==> config.mk <==
export PLATFORM = sky130hd
export DESIGN_NAME = simmem_linkedlist_bank_rr_flat
export DESIGN_NICKNAME = d
export VERILOG_FILES = /design/src/rtl/simmem_linkedlist_bank_rr_if.sv /design/src/rtl/simmem_linkedlist_bank_rr.sv /design/src/flat_wrapper.sv
export SDC_FILE = /design/constraint.sdc
export NUM_CORES = 1
export LEC_CHECK = 0
export BUFFER_PORTS_ARGS = -buffer_cell sky130_fd_sc_hd__clkbuf_2
export CAP_MARGIN = 0
export CORE_MARGIN = 3
export CORE_UTILIZATION = 44
export CTS_BUF_LIST = sky130_fd_sc_hd__clkbuf_4
export DETAILED_ROUTE_END_ITERATION = 6
export PLACE_DENSITY_LB_ADDON = 0.05
export SETUP_SLACK_MARGIN = 0.05
export SYNTH_ARGS = -nofsm -noshare
export SYNTH_HDL_FRONTEND = slang
export SYNTH_SLANG_ARGS = --single-unit
==> constraint.sdc <==
create_clock -name clk_i -period 7.65 [get_ports clk_i]
set_clock_uncertainty 0.2 [all_clocks]
set_input_delay 1.1475 -clock clk_i [delete_from_list [all_inputs] [get_ports clk_i]]
set_output_delay 1.1475 -clock clk_i [all_outputs]
set_load 0.1 [all_outputs]
==> src/rtl/simmem_linkedlist_bank_rr_if.sv <==
// Handshake and status bundle for the linked-list bank: enqueue side, release side,
// per-ID release permissions and occupancy status.
interface simmem_linkedlist_bank_rr_if #(
    parameter int unsigned StructWidth   = 64,
    parameter int unsigned TotalCapacity = 16,
    parameter int unsigned IDWidth       = 2
);
    localparam int unsigned NumIds = 2 ** IDWidth;
    localparam int unsigned OccW   = $clog2(TotalCapacity) + 1;

    logic [NumIds-1:0]      release_en_i;
    logic [StructWidth-1:0] data_i;
    logic                   in_valid_i;
    logic                   in_ready_o;
    logic [StructWidth-1:0] data_o;
    logic                   out_valid_o;
    logic                   out_ready_i;
    logic [OccW-1:0]        occupancy_o;
    logic [NumIds-1:0]      id_nonempty_o;

    modport master (
        output release_en_i, data_i, in_valid_i, out_ready_i,
        input  in_ready_o, data_o, out_valid_o, occupancy_o, id_nonempty_o
    );

    modport slave (
        input  release_en_i, data_i, in_valid_i, out_ready_i,
        output in_ready_o, data_o, out_valid_o, occupancy_o, id_nonempty_o
    );
endinterface

==> src/rtl/simmem_linkedlist_bank_rr.sv <==
// Shared-slot message bank: each ID keeps a singly linked FIFO through a common slot pool,
// and heads of permitted IDs are released through a locking round-robin arbiter.
module simmem_linkedlist_bank_rr #(
    parameter int unsigned StructWidth   = 64,
    parameter int unsigned TotalCapacity = 16,
    parameter int unsigned IDWidth       = 2
) (
    input  logic                          clk_i,
    input  logic                          rst_ni,
    simmem_linkedlist_bank_rr_if.slave    bus
);
    localparam int unsigned NumIds = 2 ** IDWidth;
    localparam int unsigned PtrW   = $clog2(TotalCapacity);
    localparam int unsigned CntW   = PtrW + 1;

    typedef logic [PtrW-1:0]    ptr_t;
    typedef logic [CntW-1:0]    cnt_t;
    typedef logic [IDWidth-1:0] id_t;

    logic [StructWidth-1:0] mem_q  [TotalCapacity];
    logic [StructWidth-1:0] mem_d  [TotalCapacity];
    ptr_t                   next_q [TotalCapacity];
    ptr_t                   next_d [TotalCapacity];
    logic [TotalCapacity-1:0] valid_q, valid_d;
    ptr_t                   head_q  [NumIds];
    ptr_t                   head_d  [NumIds];
    ptr_t                   tail_q  [NumIds];
    ptr_t                   tail_d  [NumIds];
    cnt_t                   count_q [NumIds];
    cnt_t                   count_d [NumIds];
    id_t                    rr_ptr_q, rr_ptr_d;
    id_t                    lock_id_q, lock_id_d;
    logic                   lock_q, lock_d;

    ptr_t              free_slot_s;
    logic              full_s;
    cnt_t              occupancy_s;
    logic [NumIds-1:0] cand_s;
    logic              gnt_valid_s;
    id_t               gnt_id_s;
    id_t               in_id_s;
    logic              enq_s;
    logic              deq_s;

    assign in_id_s = bus.data_i[StructWidth-1 -: IDWidth];

    // Free-slot search (lowest invalid index wins) and occupancy, from registered valid bits only.
    always_comb begin
        free_slot_s = '0;
        occupancy_s = '0;
        for (int i = TotalCapacity - 1; i >= 0; i--) begin
            free_slot_s = valid_q[i] ? free_slot_s : ptr_t'(i);
            occupancy_s = occupancy_s + cnt_t'(valid_q[i]);
        end
        full_s = &valid_q;
    end

    // Round-robin grant from rr_ptr upward; a locked grant overrides the search.
    always_comb begin
        for (int i = 0; i < NumIds; i++) begin
            cand_s[i] = (count_q[i] != '0) && bus.release_en_i[i];
        end
        gnt_valid_s = 1'b0;
        gnt_id_s    = lock_id_q;
        if (lock_q) begin
            gnt_valid_s = 1'b1;
            gnt_id_s    = lock_id_q;
        end else begin
            for (int unsigned k = 0; k < NumIds; k++) begin
                if (!gnt_valid_s && cand_s[rr_ptr_q + id_t'(k)]) begin
                    gnt_valid_s = 1'b1;
                    gnt_id_s    = rr_ptr_q + id_t'(k);
                end else begin
                    gnt_valid_s = gnt_valid_s;
                end
            end
        end
    end

    assign enq_s = bus.in_valid_i && !full_s;
    assign deq_s = gnt_valid_s && bus.out_ready_i;

    // Port drive: data_o is forced to zero whenever nothing is offered.
    always_comb begin
        bus.in_ready_o  = !full_s;
        bus.out_valid_o = gnt_valid_s;
        bus.occupancy_o = occupancy_s;
        bus.data_o      = '0;
        if (gnt_valid_s) begin
            bus.data_o = mem_q[head_q[gnt_id_s]];
        end else begin
            bus.data_o = '0;
        end
        for (int i = 0; i < NumIds; i++) begin
            bus.id_nonempty_o[i] = (count_q[i] != '0);
        end
    end

    // List update: the dequeue is applied first so a same-cycle enqueue sees the post-dequeue count.
    always_comb begin
        mem_d     = mem_q;
        next_d    = next_q;
        valid_d   = valid_q;
        head_d    = head_q;
        tail_d    = tail_q;
        count_d   = count_q;
        rr_ptr_d  = rr_ptr_q;
        lock_d    = lock_q;
        lock_id_d = lock_id_q;

        if (deq_s) begin
            valid_d[head_q[gnt_id_s]] = 1'b0;
            head_d[gnt_id_s]          = next_q[head_q[gnt_id_s]];
            count_d[gnt_id_s]         = count_q[gnt_id_s] - cnt_t'(1);
            rr_ptr_d                  = gnt_id_s + id_t'(1);
            lock_d                    = 1'b0;
        end else if (gnt_valid_s) begin
            lock_d    = 1'b1;
            lock_id_d = gnt_id_s;
        end else begin
            lock_d = lock_q;
        end

        if (enq_s) begin
            mem_d[free_slot_s]   = bus.data_i;
            valid_d[free_slot_s] = 1'b1;
            if (count_d[in_id_s] == '0) begin
                head_d[in_id_s] = free_slot_s;
            end else begin
                next_d[tail_q[in_id_s]] = free_slot_s;
            end
            tail_d[in_id_s]  = free_slot_s;
            count_d[in_id_s] = count_d[in_id_s] + cnt_t'(1);
        end else begin
            valid_d = valid_d;
        end
    end

    // Control state: cleared by reset so every stored message is discarded.
    always_ff @(posedge clk_i or negedge rst_ni) begin
        if (!rst_ni) begin
            valid_q   <= '0;
            count_q   <= '{default: '0};
            rr_ptr_q  <= '0;
            lock_q    <= 1'b0;
            lock_id_q <= '0;
        end else begin
            valid_q   <= valid_d;
            count_q   <= count_d;
            rr_ptr_q  <= rr_ptr_d;
            lock_q    <= lock_d;
            lock_id_q <= lock_id_d;
        end
    end

    // Payload and pointers: only meaningful behind a valid bit or nonzero count, so no reset.
    always_ff @(posedge clk_i) begin
        mem_q  <= mem_d;
        next_q <= next_d;
        head_q <= head_d;
        tail_q <= tail_d;
    end
endmodule

==> src/flat_wrapper.sv <==
// flat-port wrapper written by rule: the top's interface ports become plain ports
module simmem_linkedlist_bank_rr_flat 
#(
    parameter int unsigned StructWidth   = 64,
    parameter int unsigned TotalCapacity = 16,
    parameter int unsigned IDWidth       = 2
)
  (clk_i, rst_ni, bus_release_en_i, bus_data_i, bus_in_valid_i, bus_out_ready_i, bus_in_ready_o, bus_data_o, bus_out_valid_o, bus_occupancy_o, bus_id_nonempty_o);
  simmem_linkedlist_bank_rr_if #(.StructWidth(StructWidth), .TotalCapacity(TotalCapacity), .IDWidth(IDWidth)) bus_i ();
  input  logic clk_i;
  input  logic rst_ni;
  input wire logic [$bits(bus_i.release_en_i)-1:0] bus_release_en_i;
  input wire logic [$bits(bus_i.data_i)-1:0] bus_data_i;
  input wire logic [$bits(bus_i.in_valid_i)-1:0] bus_in_valid_i;
  input wire logic [$bits(bus_i.out_ready_i)-1:0] bus_out_ready_i;
  output wire logic [$bits(bus_i.in_ready_o)-1:0] bus_in_ready_o;
  output wire logic [$bits(bus_i.data_o)-1:0] bus_data_o;
  output wire logic [$bits(bus_i.out_valid_o)-1:0] bus_out_valid_o;
  output wire logic [$bits(bus_i.occupancy_o)-1:0] bus_occupancy_o;
  output wire logic [$bits(bus_i.id_nonempty_o)-1:0] bus_id_nonempty_o;
  assign bus_i.release_en_i = bus_release_en_i;
  assign bus_i.data_i = bus_data_i;
  assign bus_i.in_valid_i = bus_in_valid_i;
  assign bus_i.out_ready_i = bus_out_ready_i;
  assign bus_in_ready_o = bus_i.in_ready_o;
  assign bus_data_o = bus_i.data_o;
  assign bus_out_valid_o = bus_i.out_valid_o;
  assign bus_occupancy_o = bus_i.occupancy_o;
  assign bus_id_nonempty_o = bus_i.id_nonempty_o;
  simmem_linkedlist_bank_rr #(.StructWidth(StructWidth), .TotalCapacity(TotalCapacity), .IDWidth(IDWidth)) u_core (.clk_i(clk_i), .rst_ni(rst_ni), .bus(bus_i));
endmodule
# After elaboration in Yosys (flattened, before gate mapping)
# Cells that the tools add are included.
[totals] output_inout_bits=75 register_bits=1161 wordCells=212 input_bits=72
[classes] n_reduce_logical=28 n_mux=88 addsub=21 bitwise_logic=10 magnitude_cmp=17
[ops] operator="$bwmux 1024" count=1
[ops] operator="$bmux 64 s4" count=1
[ops] operator="$demux 64 s4" count=1
[ops] operator="$mux 64" count=4
[ops] operator="$mux 4" count=25
[ops] operator="$mux 16" count=5
[ops] operator="$add 5x1->5" count=14
[ops] operator="$bwmux 64" count=1
[ops] operator="$bwmux 16" count=3
[ops] operator="$bwmux 20" count=2
[ops] operator="$mux 20" count=2
[ops] operator="$mux 5" count=6
[ops] operator="$bmux 5 s2" count=2
[ops] operator="$demux 5 s2" count=2
[ops] operator="$reduce_bool 5->1" count=4
[ops] operator="$and 16x16->16" count=1
[ops] operator="$bmux 4 s2" count=2
[ops] operator="$bmux 4 s4" count=1
[ops] operator="$demux 4 s2" count=2
[ops] operator="$demux 4 s4" count=1
[ops] operator="$mux 1" count=16
[ops] operator="$not 16->16" count=1
[ops] operator="$or 16x16->16" count=1
[ops] operator="$reduce_and 16->1" count=1
[ops] operator="23 further kinds" count=65

# Depth between registers and ports, before layout
# Gate-level depths: netlist of run 1.
[logic_depth] word_depth=31 depth_mapped=20 mapped_depth_nobuf=18

# Worst setup path before layout of run 1
# No wires, ideal clock.
[synth_path] kind="input port to output port" startpoint="in bus_release_en_i[2]" endpoint="out bus_data_o[10]" path_stages=14 path_buffers=4 path_slack_ns=0.174 t_arrival_ns=6.128 t_required_ns=6.303 path_cell_list="inv_1 a21oi_1 o311a_1 o41ai_4 buf_6 mux2i_1 mux2_2 buf_2 clkbuf_1 clkbuf_1 nand2_1 a311oi_1 a211oi_1 nor3_1"
[synth_between] elab_chain_cells=26 word_cells_on_any_way=37 cone_classes="28 x mux; 2 x bitwise; 7 x reduce/logical"
[synth_rtl] element="start, declared" line="flat_wrapper.sv:12" source="input wire logic [$bits(bus_i.release_en_i)-1:0] bus_release_en_i;"
[synth_rtl] element="$logic_and 1x1->1 (*)" line="simmem_linkedlist_bank_rr.sv:61" source="cand_s[i] = (count_q[i] != '0) && bus.release_en_i[i];"
[synth_rtl] element="$bmux 1 s2" line="simmem_linkedlist_bank_rr.sv:70" source="if (!gnt_valid_s && cand_s[rr_ptr_q + id_t'(k)]) begin"
[synth_rtl] element="$mux 1 (not written as such)" line="simmem_linkedlist_bank_rr.sv:70"
[synth_rtl] element="$mux 1" line="simmem_linkedlist_bank_rr.sv:70"
[synth_rtl] element="$mux 1" line="simmem_linkedlist_bank_rr.sv:65" source="if (lock_q) begin"
[synth_rtl] element="$logic_not 1->1" line="simmem_linkedlist_bank_rr.sv:70"
[synth_rtl] element="$logic_and 1x1->1" line="simmem_linkedlist_bank_rr.sv:70"
[synth_rtl] element="$mux 1" line="simmem_linkedlist_bank_rr.sv:70"
[synth_rtl] element="[8 not listed]"
[synth_rtl] element="$mux 2" line="simmem_linkedlist_bank_rr.sv:65"
[synth_rtl] element="$not 2->3 (not written as such)" line="simmem_linkedlist_bank_rr.sv:90" source="bus.data_o = mem_q[head_q[gnt_id_s]];"
[synth_rtl] element="$bmux 4 s2" line="simmem_linkedlist_bank_rr.sv:90"
[synth_rtl] element="$mux 4 (not written as such) (2 in series)" line="simmem_linkedlist_bank_rr.sv:90"
[synth_rtl] element="$not 4->5 (not written as such)" line="simmem_linkedlist_bank_rr.sv:90"
[synth_rtl] element="$bmux 64 s4" line="simmem_linkedlist_bank_rr.sv:90"
[synth_rtl] element="$mux 64 (not written as such) (2 in series)" line="simmem_linkedlist_bank_rr.sv:90"
[synth_rtl] element="$mux 64 (*)" line="simmem_linkedlist_bank_rr.sv:89" source="if (gnt_valid_s) begin"
[synth_rtl] element="end, declared" line="flat_wrapper.sv:17" source="output wire logic [$bits(bus_i.data_o)-1:0] bus_data_o;"
# Every way passes the cells marked *; elsewhere a longest branch is shown, timed or not. The select of a mux whose other input is x is not followed.

# Worst setup path in the final report of run 1
[layout_path] startpoint="reg u_core.count_q[2] (netlist name)" endpoint="out bus_data_o[29]"
[layout_between] elab_chain_cells=27 word_cells_on_any_way=38 cone_classes="28 x mux; 2 x bitwise; 8 x reduce/logical"
[layout_rtl] element="start, declared" line="simmem_linkedlist_bank_rr.sv:29" source="cnt_t count_q [NumIds];"
[layout_rtl] element="start signal, assigned" line="simmem_linkedlist_bank_rr.sv:149" source="count_q <= count_d;"
[layout_rtl] element="$reduce_bool 5->1 (*)" line="simmem_linkedlist_bank_rr.sv:61"
[layout_rtl] element="$logic_and 1x1->1 (*)" line="simmem_linkedlist_bank_rr.sv:61"
[layout_rtl] element="$bmux 1 s2" line="simmem_linkedlist_bank_rr.sv:70"
[layout_rtl] element="$mux 1 (not written as such)" line="simmem_linkedlist_bank_rr.sv:70"
[layout_rtl] element="$mux 1" line="simmem_linkedlist_bank_rr.sv:70"
[layout_rtl] element="$mux 1" line="simmem_linkedlist_bank_rr.sv:65"
[layout_rtl] element="$logic_not 1->1" line="simmem_linkedlist_bank_rr.sv:70"
[layout_rtl] element="$logic_and 1x1->1" line="simmem_linkedlist_bank_rr.sv:70"
[layout_rtl] element="[9 not listed]"
[layout_rtl] element="$mux 2" line="simmem_linkedlist_bank_rr.sv:65"
[layout_rtl] element="$not 2->3 (not written as such)" line="simmem_linkedlist_bank_rr.sv:90"
[layout_rtl] element="$bmux 4 s2" line="simmem_linkedlist_bank_rr.sv:90"
[layout_rtl] element="$mux 4 (not written as such) (2 in series)" line="simmem_linkedlist_bank_rr.sv:90"
[layout_rtl] element="$not 4->5 (not written as such)" line="simmem_linkedlist_bank_rr.sv:90"
[layout_rtl] element="$bmux 64 s4" line="simmem_linkedlist_bank_rr.sv:90"
[layout_rtl] element="$mux 64 (not written as such) (2 in series)" line="simmem_linkedlist_bank_rr.sv:90"
[layout_rtl] element="$mux 64 (*)" line="simmem_linkedlist_bank_rr.sv:89"
# Marked as above.

==> reports/summary.txt, run 1 <==
Status = completed
Largest net degree at the start of global routing = 100
Final Max Slew Viols = 0
Hold EP = u_core.mem_q[148]$_DFFE_PP_
Synth cell types = 71
Yosys top cell by area = edfxtp_1
Initial antenna violation count = 12
Ys async rst share = 3.531%
Critical path endpoint category = primary output
R2r endpoint = u_core.next_q[38]$_DFFE_PP_
CP bufs+invs = 4
Skew-Pair Late Insertion Delay = 1.14 ns
Worst-Margin Slew = 1.072 ns
Synth Area in XOR/XNOR = 0.1270%
WP depth = 14
Multiplexer share of the synthesized area = 4.714%
Final worst slack = 0.3654 ns
Worst path max stage delay = 0.59 ns
Hold_sp = bus_data_i[20]
Post-synthesis compound-gate area fraction = 11.10%
Drt via density = 5.751
Number of global-route vias before repair = 31361
Clock sink count = 1161
Worst Path Required = 6.30 ns
Total nets after synthesis = 3502
DIE HEIGHT = 337.2 µm
Seq/Total Area, Yosys = 71.49%
Yosys warning count = 0
Minimum hold slack = 0.1743 ns
Worst-path maximum fanout = 39
Worst setup SP type = flip-flop
Starting Density = 44.70%
Area Growth Syn to Fin = 16.42%
Worst r2r path cells = 18
Grt ovf = 0
DRC = 0
DR iter-0 viols = 2250
Final HPWL from detailed placement = 68980 µm
Core area = 108000 µm²
R2R setup slack = 1.22 ns
Largest family of logic cells by synthesized area = compound AO/OA/AOI/OAI gates
Crit Path Class = flip-flop to primary output
Utilization after layout = 52.04%
Post-synth top area share = 68.70%
DR vias = 31027
Total Routing Usage GR = 23.07%
Final hold viol count = 0
GPL Wtd Cong = 0.8683
ANT nets after route = 0
Row count = 120
I/O Buffers = 146
Post-synth top cells = 1104 x edfxtp_1, 581 x nand2_1, 260 x a211oi_1
Share of layout cells above drive strength 1 = 20.52%
Unrepaired setup endpoints after global routing = no
Max H-tree Level = 5
Primary FF master, synth = edfxtp_1
Rel. slew slack = 28.38%
Post-Syn Area = 48260 µm²
Nets = 3865
Clock slew at reported path FFs = 0.06 ns
Max cap viols = 0
Die X = 337.2 µm
Post-synth EDFFs = 1104
Mean Syn Cell Area = 14.17 µm²
Post-Synthesis Cells = 3405
TritonCTS buffer count = 325
CP max-delay cell = or4_4
FF+latch count, synth = 1161
Post-route setup TNS = 0 ns
TritonCTS clock tree = yes
Cell with the most instances after synthesis = edfxtp_1
Worst r2r src = u_core.count_q[2]$_DFF_PN0_
Simple-Gate Fraction of Synth Area = 9.528%
Min Tclk post-route = 7.285 ns
Fmax = 137.3 MHz
WL final = 130800 µm
First-pass DRT Iterations = 5
Clock Root Buffer = clkbuf_4
Worst slack, placed = 0.7713 ns
Wire per inst = 24.25 µm
Top cells by area, synth = edfxtp_1 69%, nand2_1 4.5%, mux2i_1 4.2%, a211oi_1 4.0%, a311oi_1 3.6%
Critical path, cell by cell = or4_4 > o21a_4 > o2111a_1 > o41ai_4 > mux2i_4 > buf_4 > mux2i_4 > buf_12 > buf_4 > a211oi_1 > a311oi_1 > a311oi_1 > nor3_1 > buf_12
CP delay by family, top = compound AO/OA/AOI/OAI gates
Endpoints failing setup = 0
Die ar. = 113700 µm²
First-pass GRT wire length = 195100 µm
Bufs on Longest Clock Path = 4
Min-Delay Path Class = input port to flip-flop
Critical Path AT = 5.94 ns
I/O pins = 147
Crit share post-route = 95.22%
Filler instances = 9165
Hold Path Depth = 1
Synth Area in Adders = 0.8037%
## worst max-delay path by stage
stage                            startpoint              to
2_1_floorplan           bus_release_en_i[2]  bus_data_o[10]
3_3_place_gp            bus_release_en_i[2]  bus_data_o[54]
3_5_place_dp            bus_release_en_i[2]  bus_data_o[54]
4_1_cts         u_core.count_q[2]$_DFF_PN0_  bus_data_o[12]
5_1_grt        u_core.count_q[16]$_DFF_PN0_  bus_data_o[29]
6_report        u_core.count_q[2]$_DFF_PN0_  bus_data_o[29]
## cell families (layout without fill, tap and decap cells)
| family | count (synthesis) | after routing |
|---|---|---|
| simple gates | 1008 | 1008 |
| flops | 1161 | 1161 |
| compound gates | 713 | 713 |
| buf+inv | 271 | 845 |
| fa+ha+maj | 25 | 25 |
| xor+xnor | 7 | 7 |
| mux | 220 | 223 |
| other cells | 0 | 10 |
## routing by layer
metal / share of wire [%] / routed length, µm / GRT usage [%] / vias up
li1: - / - / - / 14109
met1: 43 / 55640 / 30.06 / 15652
met2: 49 / 63660 / 37.96 / 989
met3: 5.8 / 7579 / 4.626 / 269
met4: 3.0 / 3882 / 9.389 / 8
met5: 0.044 / 57 / 0 / -
## placed cells by master (no fill, tap or decap), drive strengths merged, types with 5 or more instances in the layout
cell	instances
edfxtp	1104
nand2	585
clkbuf	553
a211oi	261
mux2i	204
a311oi	197
and2	196
buf	180
nor3	81
o21ai	72
a31oi	68
nor2	65
clkinv	62
inv	45
dfrtp	41
a21oi	33
nand3	21
o31ai	19
nand2b	19
dfxtp	16
ha	15
mux2	15
a221oi	14
o21a	13
diode	10
fa	10
nor2b	8
nand3b	8
o211ai	8
or3	5
nand4	5
## area by class of cell
class                           instances  area (µm²)  share of cell area, %
Sequential cell                      1161       34500                  61.40
Multi-Input combinational cell       1976       12990                  23.13
Clock buffer                          468        3513                  6.254
Timing Repair Buffer                  266        2915                  5.189
Tap cell                             1403        1755                  3.125
Clock inverter                         73       339.1                 0.6035
Inverter                               38       142.6                 0.2539
Antenna cell                           10       25.02                0.04454
## through the flow
step,cells,instance area (µm²)
floorplan,3405,48260
global placement,4831,52080
detailed placement,4831,52080
CTS,5385,56120
global route,5389,56170
finish,5395,56180
## sequential cells by signal (all words and copies together), names as in the netlist
name and count:
u_core.mem_q 1024, u_core.next_q 64, u_core.count_q 20, u_core.head_q 16
u_core.tail_q 16, u_core.valid_q 16, u_core.lock_id_q 2, u_core.rr_ptr_q 2
u_core.lock_q 1
## worst register-to-register path: stages, from the launching register on
cell	delay [ns]
dfrtp_1	0.48
or4_4	0.59
o21a_4	0.25
o2111a_1	0.29
o41ai_4	0.58
buf_6	0.33
mux2_2	0.39
mux2_2	0.30
inv_1	0.07
ha_1	0.26
and3_1	0.18
o31a_1	0.25
a22oi_1	0.30
inv_1	0.09
ha_1	0.21
o211ai_2	0.08
a211oi_4	0.08
or4_4	0.59
nor3b_1	0.56
## timing repair
action | 4_1_cts | 5_1_grt
setup buffers | 9 | 0
gates resized for setup | 9 | 10
pin swaps | 1 | 1
hold endpoints to repair | 41 | 0
setup endpoints to repair | 55 | 34
cloned | 3 | 0
hold buffers | 1 | 0
Power of run 1 is not shown: default switching activity piles up to over one toggle a cycle in this logic, so the estimate is an artifact.
==> run 2: changes to the inputs <==
==> constraint.sdc (replaced) <==
create_clock -name clk_i -period 7.65 [get_ports clk_i]
set_clock_uncertainty 0.2 [all_clocks]
set_input_delay 0.3825 -clock clk_i [delete_from_list [all_inputs] [get_ports clk_i]]
set_output_delay 0.3825 -clock clk_i [all_outputs]
set_load 0.1 [all_outputs]
==> run 2 against run 1 <==
  * Global-route usage up 0.14 points
  * Sequential share of layout area down 0.079 points
  * Core utilization is 0.067 points higher
  * Sequential cell count is the same
  * Non-clock buffer count rose by 109
  * Worst setup slack better by 0.093 ns
  * Design area up 0.13%
  * First-iteration DRC count rose by 17%
==> reports/summary.txt, run 2 (synthesis results as in run 1) <==
Nets = 3971
Worst Path Required = 7.07 ns
Bufs on Longest Clock Path = 4
Die X = 337.2 µm
First-pass GRT wire length = 197100 µm
Starting Density = 44.70%
TritonCTS clock tree = yes
Share of layout cells above drive strength 1 = 19.49%
Crit Path Class = flip-flop to primary output
DIE HEIGHT = 337.2 µm
DR iter-0 viols = 2627
Largest net degree at the start of global routing = 99
Min Tclk post-route = 7.191 ns
Grt ovf = 0
Unrepaired setup endpoints after global routing = no
Clock slew at reported path FFs = 0.06 ns
Row count = 120
Drt via density = 5.737
Final hold viol count = 0
GPL Wtd Cong = 0.8738
Skew-Pair Late Insertion Delay = 1.14 ns
R2R setup slack = 0.89 ns
Post-Place Cell Area = 50870 µm²
Cell Count, Final, Fillers Out = 5495
Worst slack, placed = 0.9142 ns
Worst-path maximum fanout = 84
Wire per inst = 24.11 µm
Worst-Margin Slew = 1.112 ns
Fmax = 139.1 MHz
Core area = 108000 µm²
Placed cell count = 4810
I/O pins = 147
WL final = 132500 µm
Commonest non-fill, non-tap cell in the layout = edfxtp_1
Commonest non-fill, non-tap cells in the layout = 1104 x edfxtp_1, 581 x nand2_1, 464 x clkbuf_4, 260 x a211oi_1, 198 x mux2i_1
Final HPWL from detailed placement = 67770 µm
Status = completed
Critical Path AT = 6.61 ns
Min-Delay Path Class = input port to flip-flop
Crit share post-route = 94.00%
Post-route setup TNS = 0 ns
Die ar. = 113700 µm²
DRC = 0
Worst setup SP type = flip-flop
Biggest register = u_core.mem_q
Number of global-route vias before repair = 31695
TritonCTS buffer count = 320
ANT nets after route = 0
Max cap viols = 0
Initial antenna violation count = 10
Clock Root Buffer = clkbuf_4
Final Max Slew Viols = 0
Final Cell Area = 56250 µm²
Max H-tree Level = 5
Max reg flops = 1024
I/O Buffers = 146
Final worst slack = 0.4587 ns
Area Growth Syn to Fin = 16.57%
Largest registers = u_core.mem_q (1024), u_core.next_q (64), u_core.count_q (20)
Endpoints failing setup = 0
Critical path endpoint category = primary output
Rel. slew slack = 25.86%
First-pass DRT Iterations = 6
Total Routing Usage GR = 23.21%
Clock sink count = 1161
DR vias = 31526
## run 2: cell types whose count changed in the layout (fill, tap and decap cells not counted), moves of 5 or more
cell	before	now
dlygate4sd3_1	1	131
buf_12	89	17
clkbuf_2	82	146
clkinv_1	58	42
buf_4	89	81
clkbuf_4	471	464
nor3_1	73	80
nor3_2	8	1
clkinv_2	4	9
## run 2: final cells by class
| class | count | area, µm² |
|---|---|---|
| clock buffers | 464 | 3483 |
| fillers | 9148 | 51700 |
| inverters | 38 | 142.6 |
| diodes | 12 | 30.03 |
| well taps | 1403 | 1755 |
| clock inverters | 64 | 366.6 |
| repair buffers | 375 | 2990 |
| multi-input cells | 1978 | 12990 |
| flip-flops and latches | 1161 | 34500 |
## run 2: final timing paths
check | start | to | cells after the start
min in group asynchronous | rst_ni | u_core.valid_q[3]$_DFF_PN0_ | 4
max reg2reg | u_core.count_q[1]$_DFF_PN0_ | u_core.next_q[36]$_DFFE_PP_ | 18
min | bus_data_i[60] | u_core.mem_q[828]$_DFFE_PP_ | 2
max | u_core.count_q[8]$_DFF_PN0_ | bus_data_o[52] | 15
max in group asynchronous | rst_ni | u_core.valid_q[1]$_DFF_PN0_ | 4
min reg2reg | u_core.valid_q[5]$_DFF_PN0_ | u_core.valid_q[5]$_DFF_PN0_ | 2
## run 2: critical path, cell delays in order (launching register included)
cell      delay [ns]
dfrtp_1         0.43
nor3_1          0.55
a21oi_1         0.37
o311a_1         0.48
o41ai_4         0.28
buf_4           0.25
mux2i_4         0.53
mux2_8          0.47
buf_12          0.36
buf_4           0.29
and2_1          0.15
a211oi_1        0.05
a311oi_1        0.29
a311oi_1        0.09
nor3_1          0.34
clkbuf_2        0.53
## run 2: repair_timing
item                                   4_1_cts  5_1_grt
pin swaps                                    2        0
cloned                                       4        1
setup buffers                                6        3
setup endpoints to repair                   62       13
hold buffers                               131        0
resized for setup                            4        2
endpoints found under the hold margin     1196        0
## run 2: routing by layer
layer / part of all wire, % / global-route usage, %
met5: 0.0053 / 0
met4: 2.4 / 8.085
met3: 6.1 / 4.626
met2: 48 / 37.43
met1: 44 / 31.49
## run 2: metrics by stage
stage	hold WS, ns	util (%)
2_1_floorplan	-0.1131	-
3_3_place_gp	0.3062	47.12
3_5_place_dp	0.3066	47.12
4_1_cts	0.0002508	52.03
5_1_grt	0.05722	52.10
6_report	0.1617	52.11
Power of run 2 is left out for the same reason.
